$ cat src/rtl/core_pkg.sv
// Shared RV32I core definitions: decoder control bundle, ALU op encodings, opcodes.
package core_pkg;

  typedef struct packed {
    logic       branch;
    logic       mem_read;
    logic       mem_to_reg;
    logic [1:0] alu_op;
    logic       mem_write;
    logic       alu_src;
    logic       reg_write;
  } ctrl_t;

  localparam logic [1:0] ALU_OP_ADD   = 2'b00;
  localparam logic [1:0] ALU_OP_SUB   = 2'b01;
  localparam logic [1:0] ALU_OP_FUNCT = 2'b10;

  localparam logic [6:0] OP_RTYPE  = 7'b0110011;
  localparam logic [6:0] OP_LOAD   = 7'b0000011;
  localparam logic [6:0] OP_STORE  = 7'b0100011;
  localparam logic [6:0] OP_BRANCH = 7'b1100011;

endpackage

$ cat src/rtl/load_use_hazard.sv
// Combinational load-use detector between the ID instruction and a load sitting in EX.
module load_use_hazard (
  input  logic       id_valid,
  input  logic [4:0] id_rs1,
  input  logic [4:0] id_rs2,
  input  logic       ex_valid,
  input  logic       ex_mem_read,
  input  logic [4:0] ex_rd,
  input  logic       flush,
  input  logic       ex_hold,
  output logic       stall
);

  logic rd_match;

  // x0 is hardwired to zero, so a load targeting it never creates a dependency.
  always_comb begin
    rd_match = (ex_rd != 5'd0) && ((ex_rd == id_rs1) || (ex_rd == id_rs2));
    stall    = id_valid & ex_valid & ex_mem_read & rd_match & ~flush & ~ex_hold;
  end

endmodule

$ cat src/rtl/id_ex_stage.sv
// ID/EX pipeline register with load-use stall, branch flush, downstream hold and bubble count.
module id_ex_stage
  import core_pkg::*;
#(
  parameter int unsigned XLEN  = 32,
  parameter int unsigned CNT_W = 16
) (
  input  logic             clk,
  input  logic             rst,
  input  logic             id_valid,
  input  logic [XLEN-1:0]  id_pc,
  input  logic [XLEN-1:0]  id_rs1_data,
  input  logic [XLEN-1:0]  id_rs2_data,
  input  logic [XLEN-1:0]  id_imm,
  input  logic [4:0]       id_rs1,
  input  logic [4:0]       id_rs2,
  input  logic [4:0]       id_rd,
  input  logic [2:0]       id_funct3,
  input  logic             id_funct7_b5,
  input  logic             control_branch,
  input  logic             control_mem_read,
  input  logic             control_mem_to_reg,
  input  logic             control_mem_write,
  input  logic             control_alu_src,
  input  logic             control_reg_write,
  input  logic [1:0]       control_alu_op,
  input  logic             flush,
  input  logic             ex_hold,
  output logic             stall,
  output logic             ex_valid,
  output logic [XLEN-1:0]  ex_pc,
  output logic [XLEN-1:0]  ex_rs1_data,
  output logic [XLEN-1:0]  ex_rs2_data,
  output logic [XLEN-1:0]  ex_imm,
  output logic [4:0]       ex_rs1,
  output logic [4:0]       ex_rs2,
  output logic [4:0]       ex_rd,
  output logic [2:0]       ex_funct3,
  output logic             ex_funct7_b5,
  output logic             ex_branch,
  output logic             ex_mem_read,
  output logic             ex_mem_to_reg,
  output logic             ex_mem_write,
  output logic             ex_alu_src,
  output logic             ex_reg_write,
  output logic [1:0]       ex_alu_op,
  output logic [CNT_W-1:0] bubble_count
);

  ctrl_t ctrl_in;
  ctrl_t ex_ctrl;

  // mem_to_reg only matters for loads; gating with mem_read turns the decoder's
  // don't-care (x on stores/branches) into a clean 0.
  always_comb begin
    ctrl_in            = '0;
    ctrl_in.branch     = control_branch;
    ctrl_in.mem_read   = control_mem_read;
    ctrl_in.mem_to_reg = control_mem_to_reg & control_mem_read;
    ctrl_in.alu_op     = control_alu_op;
    ctrl_in.mem_write  = control_mem_write;
    ctrl_in.alu_src    = control_alu_src;
    ctrl_in.reg_write  = control_reg_write;
  end

  load_use_hazard u_hazard (
    .id_valid    (id_valid),
    .id_rs1      (id_rs1),
    .id_rs2      (id_rs2),
    .ex_valid    (ex_valid),
    .ex_mem_read (ex_ctrl.mem_read),
    .ex_rd       (ex_rd),
    .flush       (flush),
    .ex_hold     (ex_hold),
    .stall       (stall)
  );

  always_ff @(posedge clk or posedge rst) begin
    if (rst) begin
      ex_valid     <= 1'b0;
      ex_ctrl      <= '0;
      ex_pc        <= '0;
      ex_rs1_data  <= '0;
      ex_rs2_data  <= '0;
      ex_imm       <= '0;
      ex_rs1       <= '0;
      ex_rs2       <= '0;
      ex_rd        <= '0;
      ex_funct3    <= '0;
      ex_funct7_b5 <= 1'b0;
      bubble_count <= '0;
    end else if (ex_hold && !flush) begin
      // Frozen: every register keeps its value.
    end else if (flush || stall) begin
      ex_valid     <= 1'b0;
      ex_ctrl      <= '0;
      ex_pc        <= '0;
      ex_rs1_data  <= '0;
      ex_rs2_data  <= '0;
      ex_imm       <= '0;
      ex_rs1       <= '0;
      ex_rs2       <= '0;
      ex_rd        <= '0;
      ex_funct3    <= '0;
      ex_funct7_b5 <= 1'b0;
      if (!flush && bubble_count != '1) begin
        bubble_count <= bubble_count + 1'b1;
      end
    end else begin
      ex_valid     <= id_valid;
      ex_ctrl      <= id_valid ? ctrl_in : '0;
      ex_pc        <= id_pc;
      ex_rs1_data  <= id_rs1_data;
      ex_rs2_data  <= id_rs2_data;
      ex_imm       <= id_imm;
      ex_rs1       <= id_rs1;
      ex_rs2       <= id_rs2;
      ex_rd        <= id_rd;
      ex_funct3    <= id_funct3;
      ex_funct7_b5 <= id_funct7_b5;
    end
  end

  always_comb begin
    ex_branch     = ex_ctrl.branch;
    ex_mem_read   = ex_ctrl.mem_read;
    ex_mem_to_reg = ex_ctrl.mem_to_reg;
    ex_alu_op     = ex_ctrl.alu_op;
    ex_mem_write  = ex_ctrl.mem_write;
    ex_alu_src    = ex_ctrl.alu_src;
    ex_reg_write  = ex_ctrl.reg_write;
  end

endmodule

$ cat config.mk
export PLATFORM = sky130hd
export DESIGN_NAME = id_ex_stage
export DESIGN_NICKNAME = d
export VERILOG_FILES = /design/src/rtl/core_pkg.sv /design/src/rtl/load_use_hazard.sv /design/src/rtl/id_ex_stage.sv
export SDC_FILE = /design/constraint.sdc
export NUM_CORES = 1
export LEC_CHECK = 0
export BUFFER_PORTS_ARGS = -buffer_cell sky130_fd_sc_hd__buf_2
export CAP_MARGIN = 5
export CORE_ASPECT_RATIO = 1.25
export CORE_MARGIN = 2
export CORE_UTILIZATION = 42
export DETAILED_ROUTE_END_ITERATION = 8
export PLACE_DENSITY = 0.79
export SYNTH_ARGS = -nofsm -noshare
export SYNTH_HDL_FRONTEND = slang
export SYNTH_SLANG_ARGS = --single-unit
$ cat constraint.sdc
create_clock -name clk -period 9.45 [get_ports clk]
set_input_delay 0.945 -clock clk [delete_from_list [all_inputs] [get_ports clk]]
set_output_delay 0.945 -clock clk [all_outputs]
set_load 0.02 [all_outputs]
Word-level counts from Yosys, hierarchy flattened
Cells that the tools add are included.
{"block": "word_totals", "elab_cells": 51, "in_bits": 160, "regBits": 172}
{"block": "classes", "n_eq_ne": 3, "bitwise_logic": 9, "reduce_logical": 8, "addsub": 1, "mux": 12}
{"operator": "two-way mux 32 bit", "n": 4}
{"operator": "adder 16 x 1 -> 16 bit (second input constant)", "n": 1}
{"operator": "two-way mux 8 bit", "n": 2}
{"operator": "!= test 16 bit (second input constant)", "n": 1}
{"operator": "two-way mux 5 bit", "n": 3}
{"operator": "equality test 5 bit", "n": 2}
{"operator": "AND 1 bit", "n": 6}
{"operator": "nonzero test 5 bit", "n": 1}
{"operator": "logical AND 1 bit", "n": 3}
{"operator": "two-way mux 3 bit", "n": 1}
{"operator": "NOT 1 bit", "n": 3}
{"operator": "AND reduction 3 bit", "n": 1}
{"operator": "logical OR 1 bit", "n": 2}
{"operator": "two-way mux 1 bit", "n": 2}
{"operator": "logical NOT 1 bit", "n": 1}

Longest topological paths before layout
Gate-level depths: netlist of the first run.
{"block": "logic_depth", "depth_word": 8, "ltp_mapped": 9, "mapped_depth_nobuf": 6}

By module
A second synthesis of the first run with hierarchy kept.
{"block": "hier_totals", "cells_unflattened": 434, "hier_area_um2": 6312.3}
{"module": "id_ex_stage", "area_each_um2": 6170.9, "cells_per_inst": 415, "seq_area_each_um2": 4304.1, "instances": 1}
{"module": "load_use_hazard", "area_each_um2": 141.4, "cells_per_inst": 19, "seq_area_each_um2": 0.0, "instances": 1}

Worst setup path after synthesis of the first run
No wires, ideal clock.
{"block": "synth_path", "path_type": "input -> output", "startpoint": "input port id_rs1[4]", "endpoint": "output port stall", "t_arrival_ps": 2097, "required_time_ps": 8505, "path_buffers": 2, "cell_stages": 7, "slack_ps": 6408, "path_cell_list": "xnor2_1 > nand3_1 > o22ai_1 > nand2_4 > inv_2 > buf_6 > buf_6"}
{"block": "synth_between", "elab_chain_cells": 6}
{"element": "start, declared", "line_no": "id_ex_stage.sv:15", "rtl": "input logic [4:0] id_rs1,"}
{"element": "equality test 5 bit", "line_no": "load_use_hazard.sv:18", "rtl": "rd_match = (ex_rd != 5'd0) && ((ex_rd == id_rs1) || (ex_rd == id_rs2));"}
{"element": "logical OR 1 bit", "line_no": "load_use_hazard.sv:18"}
{"element": "logical AND 1 bit", "line_no": "load_use_hazard.sv:18"}
{"element": "AND 1 bit (3 in series)", "line_no": "load_use_hazard.sv:19", "rtl": "stall = id_valid & ex_valid & ex_mem_read & rd_match & ~flush & ~ex_hold;"}
{"element": "end, declared", "line_no": "id_ex_stage.sv:29", "rtl": "output logic stall,"}
No other way between the ends.

Worst setup path in the final report of the first run
{"block": "layout_path", "startpoint": "input port ex_hold", "endpoint": "output port stall"}
{"block": "layout_between", "elab_chain_cells": 2}
{"element": "start, declared", "line_no": "id_ex_stage.sv:28", "rtl": "input logic ex_hold,"}
{"element": "NOT 1 bit", "line_no": "load_use_hazard.sv:19"}
{"element": "AND 1 bit", "line_no": "load_use_hazard.sv:19"}
No other way between the ends.

==> results of run 1 <==
[report_power, final]
part / internal (mW) / switching (mW) / total [mW]
sequential: 0.773 / 0.0213 / 0.794
combinational: 0.0774 / 0.139 / 0.217
clock: 0.380 / 0.296 / 0.676
total: 1.23 / 0.456 / 1.69
[synth_stat cells, types with 6 or more instances]
cell type / instances
a32o_1: 53
nand3b_1: 7
o21ai_1: 7
xnor2_1: 22
nand3_1: 100
dfrtp_1: 172
buf_2: 6
o21ai_0: 88
clkbuf_1: 54
nand4_1: 10
inv_1: 10
nand2_1: 109
[layer usage]
metal | routed length (um) | up-vias
met2 | 11150 | 284
met3 | 1567 | 31
met1 | 8440 | 3175
met5 | 0 | -
li1 | - | 3061
met4 | 445 | 0
[stage by stage]
step | setup WS, ps | cell area [um2] | total power, mW | hold WS (ps) | cells
2_1_floorplan | 3845 | 7216 | 0.9271 | 587.2 | 690
3_3_place_gp | 5115 | 8955 | 1.022 | 452.0 | 1185
3_5_place_dp | 5089 | 8955 | 1.026 | 462.3 | 1185
4_1_cts | 5083 | 9525 | 1.702 | 477.1 | 1217
5_1_grt | 4896 | 9528 | 1.753 | 498.1 | 1218
6_report | 5117 | 9528 | 1.687 | 474.5 | 1218
[cells by family (layout without fill, tap and decap cells)]
family,Yosys count,after routing,share of synthesized area
buf+inv,77,384,0.04526
mux,1,1,0.001560
other cells,0,1,0
simple gates,254,254,0.1685
xor+xnor,23,23,0.02792
compound gates,162,162,0.1585
fa+ha+maj,1,1,0.001734
flops,172,172,0.5965
[critical path, delay by kind of cell]
family	cells	cell delay (ps)
AOI/OAI and AO/OA	1	150
and+or+nand+nor	2	700
buffers and inverters	5	1500
[worst paths after layout]
kind	startpoint	cells past startpoint	endpoint
min	ex_rs2[1]$_DFFE_PP0N_	2	ex_rs2[1]$_DFFE_PP0N_
max	ex_hold	8	stall
min in group asynchronous	rst	2	ex_rs1_data[5]$_DFFE_PP0N_
min reg2reg	ex_rs2[1]$_DFFE_PP0N_	2	ex_rs2[1]$_DFFE_PP0N_
max in group asynchronous	rst	3	ex_imm[26]$_DFFE_PP0N_
max reg2reg	ex_rd[2]$_DFFE_PP0N_	8	ex_alu_src$_DFFE_PP0N_
[final cells by class]
type / count / area [um2] / area share
antenna: 1 / 2.502 / 0.0002626
clock inverter: 11 / 110.1 / 0.01156
timing repair buffer: 340 / 1724 / 0.1810
tap: 220 / 275.3 / 0.02889
inverter: 12 / 51.30 / 0.005384
sequential: 172 / 4304 / 0.4517
clock buffer: 21 / 460.4 / 0.04833
multi-input combinational: 441 / 2600 / 0.2729
==> metrics.txt, run 1 <==
htree depth=4; largest net degree at the start of global routing=106; IO Port Bufs=332; CP required=8510 ps; status=finished clean; Leak=4.845 nW; Core Box Area=16,840 um2; Routed Antenna Nets=0; Fmax=between 200 and 250 MHz; Critical Path AT=3390 ps; Yosys cell types=39; share of layout cells above drive strength 1=0.3862; Slew Viols, Final=0; wire per inst=17.73 um; FF+latch count, synth=between 150 and 200; register area share after synthesis=0.5965; Mapped Cells=690; Starting Density=0.4284; chip width=121.2 um; routed vias=6,551; maximum VDD drop=between 0.1 and 0.15 mV; Synth Cell Area=7216 um2; Max-slew headroom=0.3236; DRC Markers=0; initial antenna violation count=1; Final Skew=12.39 ps; gr usage total=0.2291; Layout fillers=about 1.5k; critical path capture point type=primary output; Mapped Avg Cell Area=approximately 10 um2; GRT met3 Usage=0.05947; Die H=150.5 um; wirelength, routed=roughly 22,000 um; final net count=1,145; GR met1 Demand/Resource=0.2888; DP HPWL=14,560 um; syn nets=851; crit path kind=primary input to primary output; TritonCTS clock tree=done; Min Clock Period, post-route=4333 ps; vias per cell=5.378; slowest CP cell=buf_4; most frequent cells in the layout=buf_2, dfrtp_1, nand2_1; hold bufs inserted after CTS=0; endpoints failing hold=0; Finished Core Util=0.5657; Starting DRT DRC Count=just over 500; worst min path class=flop to flop; total negative slack=0 ps; clock slew at reported path FFs=roughly 60 ps; Sinks on Clock Net=about 170; YS warnings=0; number of synthesized flops with an enable pin=0; placer congestion estimate=0.8606; Setup violations, final=0; post-synth top area cell=dfrtp_1; cell row count=53; first-pass GRT wire length=32,860 um; crit share post-route=0.4585; vias in the first global route=about 6.2k; DRT Pass-1 Iters=6; max-cap violations=0; Post-CTS Setup Repair Bufs=0; crit-path max cell delay=720 ps; cell at the root of the clock tree=clkbuf_16; Gates resized, CTS repair=0; most common cell after layout, fill and taps aside=buf_2; Pwr per Cell Area=177.0 nW/um2; die area=18,250 um2; Worst-Margin Slew=roughly 1000 ps; gr busiest metal=met2; Top Ports=333; Async SR Flop Fraction=1.000; CTS Buf Count=17; worst skew pair latency=430 ps; Critical Path, Cell by Cell=buf_4 -> and4bb_2 -> o211ai_2 -> inv_2 -> nand2_4 -> inv_2 -> buf_4 -> buf_2; area grow syn2layout=32.04%; RSZ-0062 raised after global routing=no; Max Root-Sink Buffers=2; Main synth FF type=dfrtp_1; Synth area leaders=dfrtp_1, a32o_1, nand3_1, o21ai_0, nand2_1; critical path fanouts, max=105; top cell type's share of synthesized area=0.5965; global route overflow=0; Worst Setup Start Kind=primary input; M2 GR Usage=0.3795; flop2flop setup slack=~6400 ps
Note: power is estimated with default switching activity, not from simulation.
==> inputs of run 2 (changes only) <==
==> constraint.sdc (replaced) <==
create_clock -name clk -period 4.2 [get_ports clk]
set_input_delay 0.42 -clock clk [delete_from_list [all_inputs] [get_ports clk]]
set_output_delay 0.42 -clock clk [all_outputs]
set_load 0.02 [all_outputs]
==> run 2 against run 1 <==
Die area stayed put. Core utilization up 0.33 points. Clock skew down 3.0 ps. Clock power is 130% higher. Critical path depth decreased by 1. Setup slack got worse by 3800 ps. Wire length down 2.4%. Combinational power increased by 130%. First-iteration DRC count is 6.1% higher. Power up 130%. Final cell count up 0.49%. Register-to-register slack got worse by 4800 ps.
==> metrics.txt, run 2 (synthesized netlist as in run 1, its figures left out) <==
share of layout cells above drive strength 1=0.3890 (+0.002842); Min Clock Period, post-route=2917 ps; internal cell power=2.763 mW (+120%); hold_ws=192.3 ps (-282.1 ps); max-cap violations=0 (unchanged); routed vias=6,582 (+0.47%); most common cell after layout, fill and taps aside=buf_2; clock slew at reported path FFs=70 ps (about the same); cell at the root of the clock tree=clkbuf_16; status=finished clean; placer congestion estimate=0.8287 (-3.7%); RSZ-0062 raised after global routing=no; DRC Markers=0 (unchanged); Sequential Power Share=0.469 (-0.002); worst skew pair latency=420 ps (about the same); dpl cells=1,188 (+0.25%); area grow syn2layout=32.82%; Critical Path AT=2500 ps (-890 ps); Max Root-Sink Buffers=2 (unchanged); crit-path max cell delay=530 ps (-190 ps); Worst-Margin Slew=1084 ps (+69.51 ps); Pwr per Cell Area=397.6 nW/um2 (+120%); R2R cell count=8 (unchanged); Overall Power=3.810 mW (+130%); chip width=121.2 um (unchanged); Starting Density=0.4284 (unchanged); final net count=1,148 (+0.26%); Final Skew=9.365 ps (-3.030 ps); initial antenna violation count=1 (unchanged); critical path capture point type=primary output; first-pass GRT wire length=32,340 um (-1.6%); critical path fanouts, max=42 (-60%); TritonCTS clock tree=done; Die H=150.5 um (unchanged); cell row count=53 (unchanged); CTS Buf Count=17 (unchanged); gr usage total=0.2248 (-0.004379); total negative slack=0 ps (unchanged); switching pwr=1.047 mW (+130%); clock group share of total power=0.402 (about the same); vias in the first global route=6,404 (+2.7%); largest net degree at the start of global routing=173 (+63%); Max-slew headroom=0.2756 (-0.04806); Sw Share=0.2748 (+0.004372); Sinks on Clock Net=172 (unchanged); Setup violations, final=0 (unchanged); Worst Setup Start Kind=flop; worst reg2reg endpoint=ex_reg_write$_DFFE_PP0N_; wirelength, routed=21,090 um (-2.4%); global route overflow=0 (unchanged); wire per inst=17.23 um (-2.8%); worst r2r src=ex_rd[2]$_DFFE_PP0N_; flop2flop setup slack=1620 ps (-4760 ps); Gate power share=0.129 (about the same); Routed Antenna Nets=0 (unchanged); DP HPWL=14,680 um (+0.84%); Core Box Area=16,840 um2 (unchanged); DRT Pass-1 Iters=5 (-1); Fmax=342.9 MHz; Top Ports=333 (unchanged); Critical Path, Cell by Cell=xnor2_1 -> nand3_1 -> o22ai_1 -> buf_4 -> nand2_4 -> inv_2 -> buf_2; critical path's top delay family=buffers and inverters; Setup crit start=ex_rd[2]$_DFFE_PP0N_; worst min path class=primary input to async pin; post-route insts no fill=1,224 (+0.49%); die area=18,250 um2 (unchanged); htree depth=4 (unchanged); CP bufs+invs=3 (-2); IO Port Bufs=332 (unchanged); Leak=4.867 nW (+0.44%); CP required=3780 ps (-4730 ps); Slew Viols, Final=0 (unchanged); Post-CTS Setup Repair Bufs=0 (unchanged); crit share post-route=0.6944; Gates resized, CTS repair=0 (unchanged); vias per cell=5.377 (about the same); most frequent cells in the layout=buf_2, dfrtp_1, nand2_1; Starting DRT DRC Count=536 (+6.1%); hold bufs inserted after CTS=0 (unchanged); maximum VDD drop=0.2096 mV (+100%); crit path kind=flop to primary output; endpoints failing hold=0 (unchanged); slowest CP cell=inv_2
## run 2: area by class of cell
type | instances | area [um2]
multi-input cells | 441 | 2600
clock inverters | 13 | 130.1
inverters | 12 | 50.05
diodes | 4 | 10.01
well taps | 220 | 275.3
fillers | 1519 | 7259
repair buffers | 343 | 1772
clock buffers | 19 | 442.9
flip-flops and latches | 172 | 4304
## run 2: how the worst max path moves through the flow
| stage | endpoint | slack [ps] | cells after the start |
|---|---|---|---|
| detailed placement | ex_reg_write$_DFFE_PP0N_ | 1430 | 8 |
| global route | stall | 1070 | 7 |
| finish | stall | 1280 | 7 |
| floorplan | bubble_count[0]$_DFFE_PP0P_ | 1580 | 1 |
| global placement | ex_imm[30]$_DFFE_PP0N_ | 1480 | 8 |
| CTS | stall | 1280 | 7 |
## run 2: worst reg2reg max path: cells and delay by family, from the launching register on
| family | cells | cell delay, ps |
|---|---|---|
| buf+inv | 3 | 1250 |
| compound gates | 2 | 360 |
| simple gates | 2 | 180 |
| xor+xnor | 1 | 190 |
| flops | 1 | 470 |
## run 2: stage by stage
step,area [um2],utilization,setup WS [ps]
5_1_grt,9574,0.5684,1071
6_report,9584,0.5690,1283
3_5_place_dp,9001,0.5344,1428
3_3_place_gp,9001,0.5344,1481
4_1_cts,9574,0.5684,1279
2_1_floorplan,7219,-,1583
## run 2: metal layers
layer | up-vias | global-route usage | part of all wire
met5 | - | 0 | 0
met4 | 0 | 0.1121 | 0.031
met3 | 49 | 0.04848 | 0.063
met2 | 267 | 0.3691 | 0.51
met1 | 3192 | 0.2808 | 0.40
li1 | 3074 | - | -
## run 2: power by group through the flow
stage | registers (mW) | logic [mW] | clock network, mW
2_1_floorplan | 1.92 | 0.169 | 0
3_3_place_gp | 1.81 | 0.487 | 0
3_5_place_dp | 1.82 | 0.495 | 0
4_1_cts | 1.79 | 0.496 | 1.57
5_1_grt | 1.79 | 0.533 | 1.64
6_report | 1.79 | 0.491 | 1.53
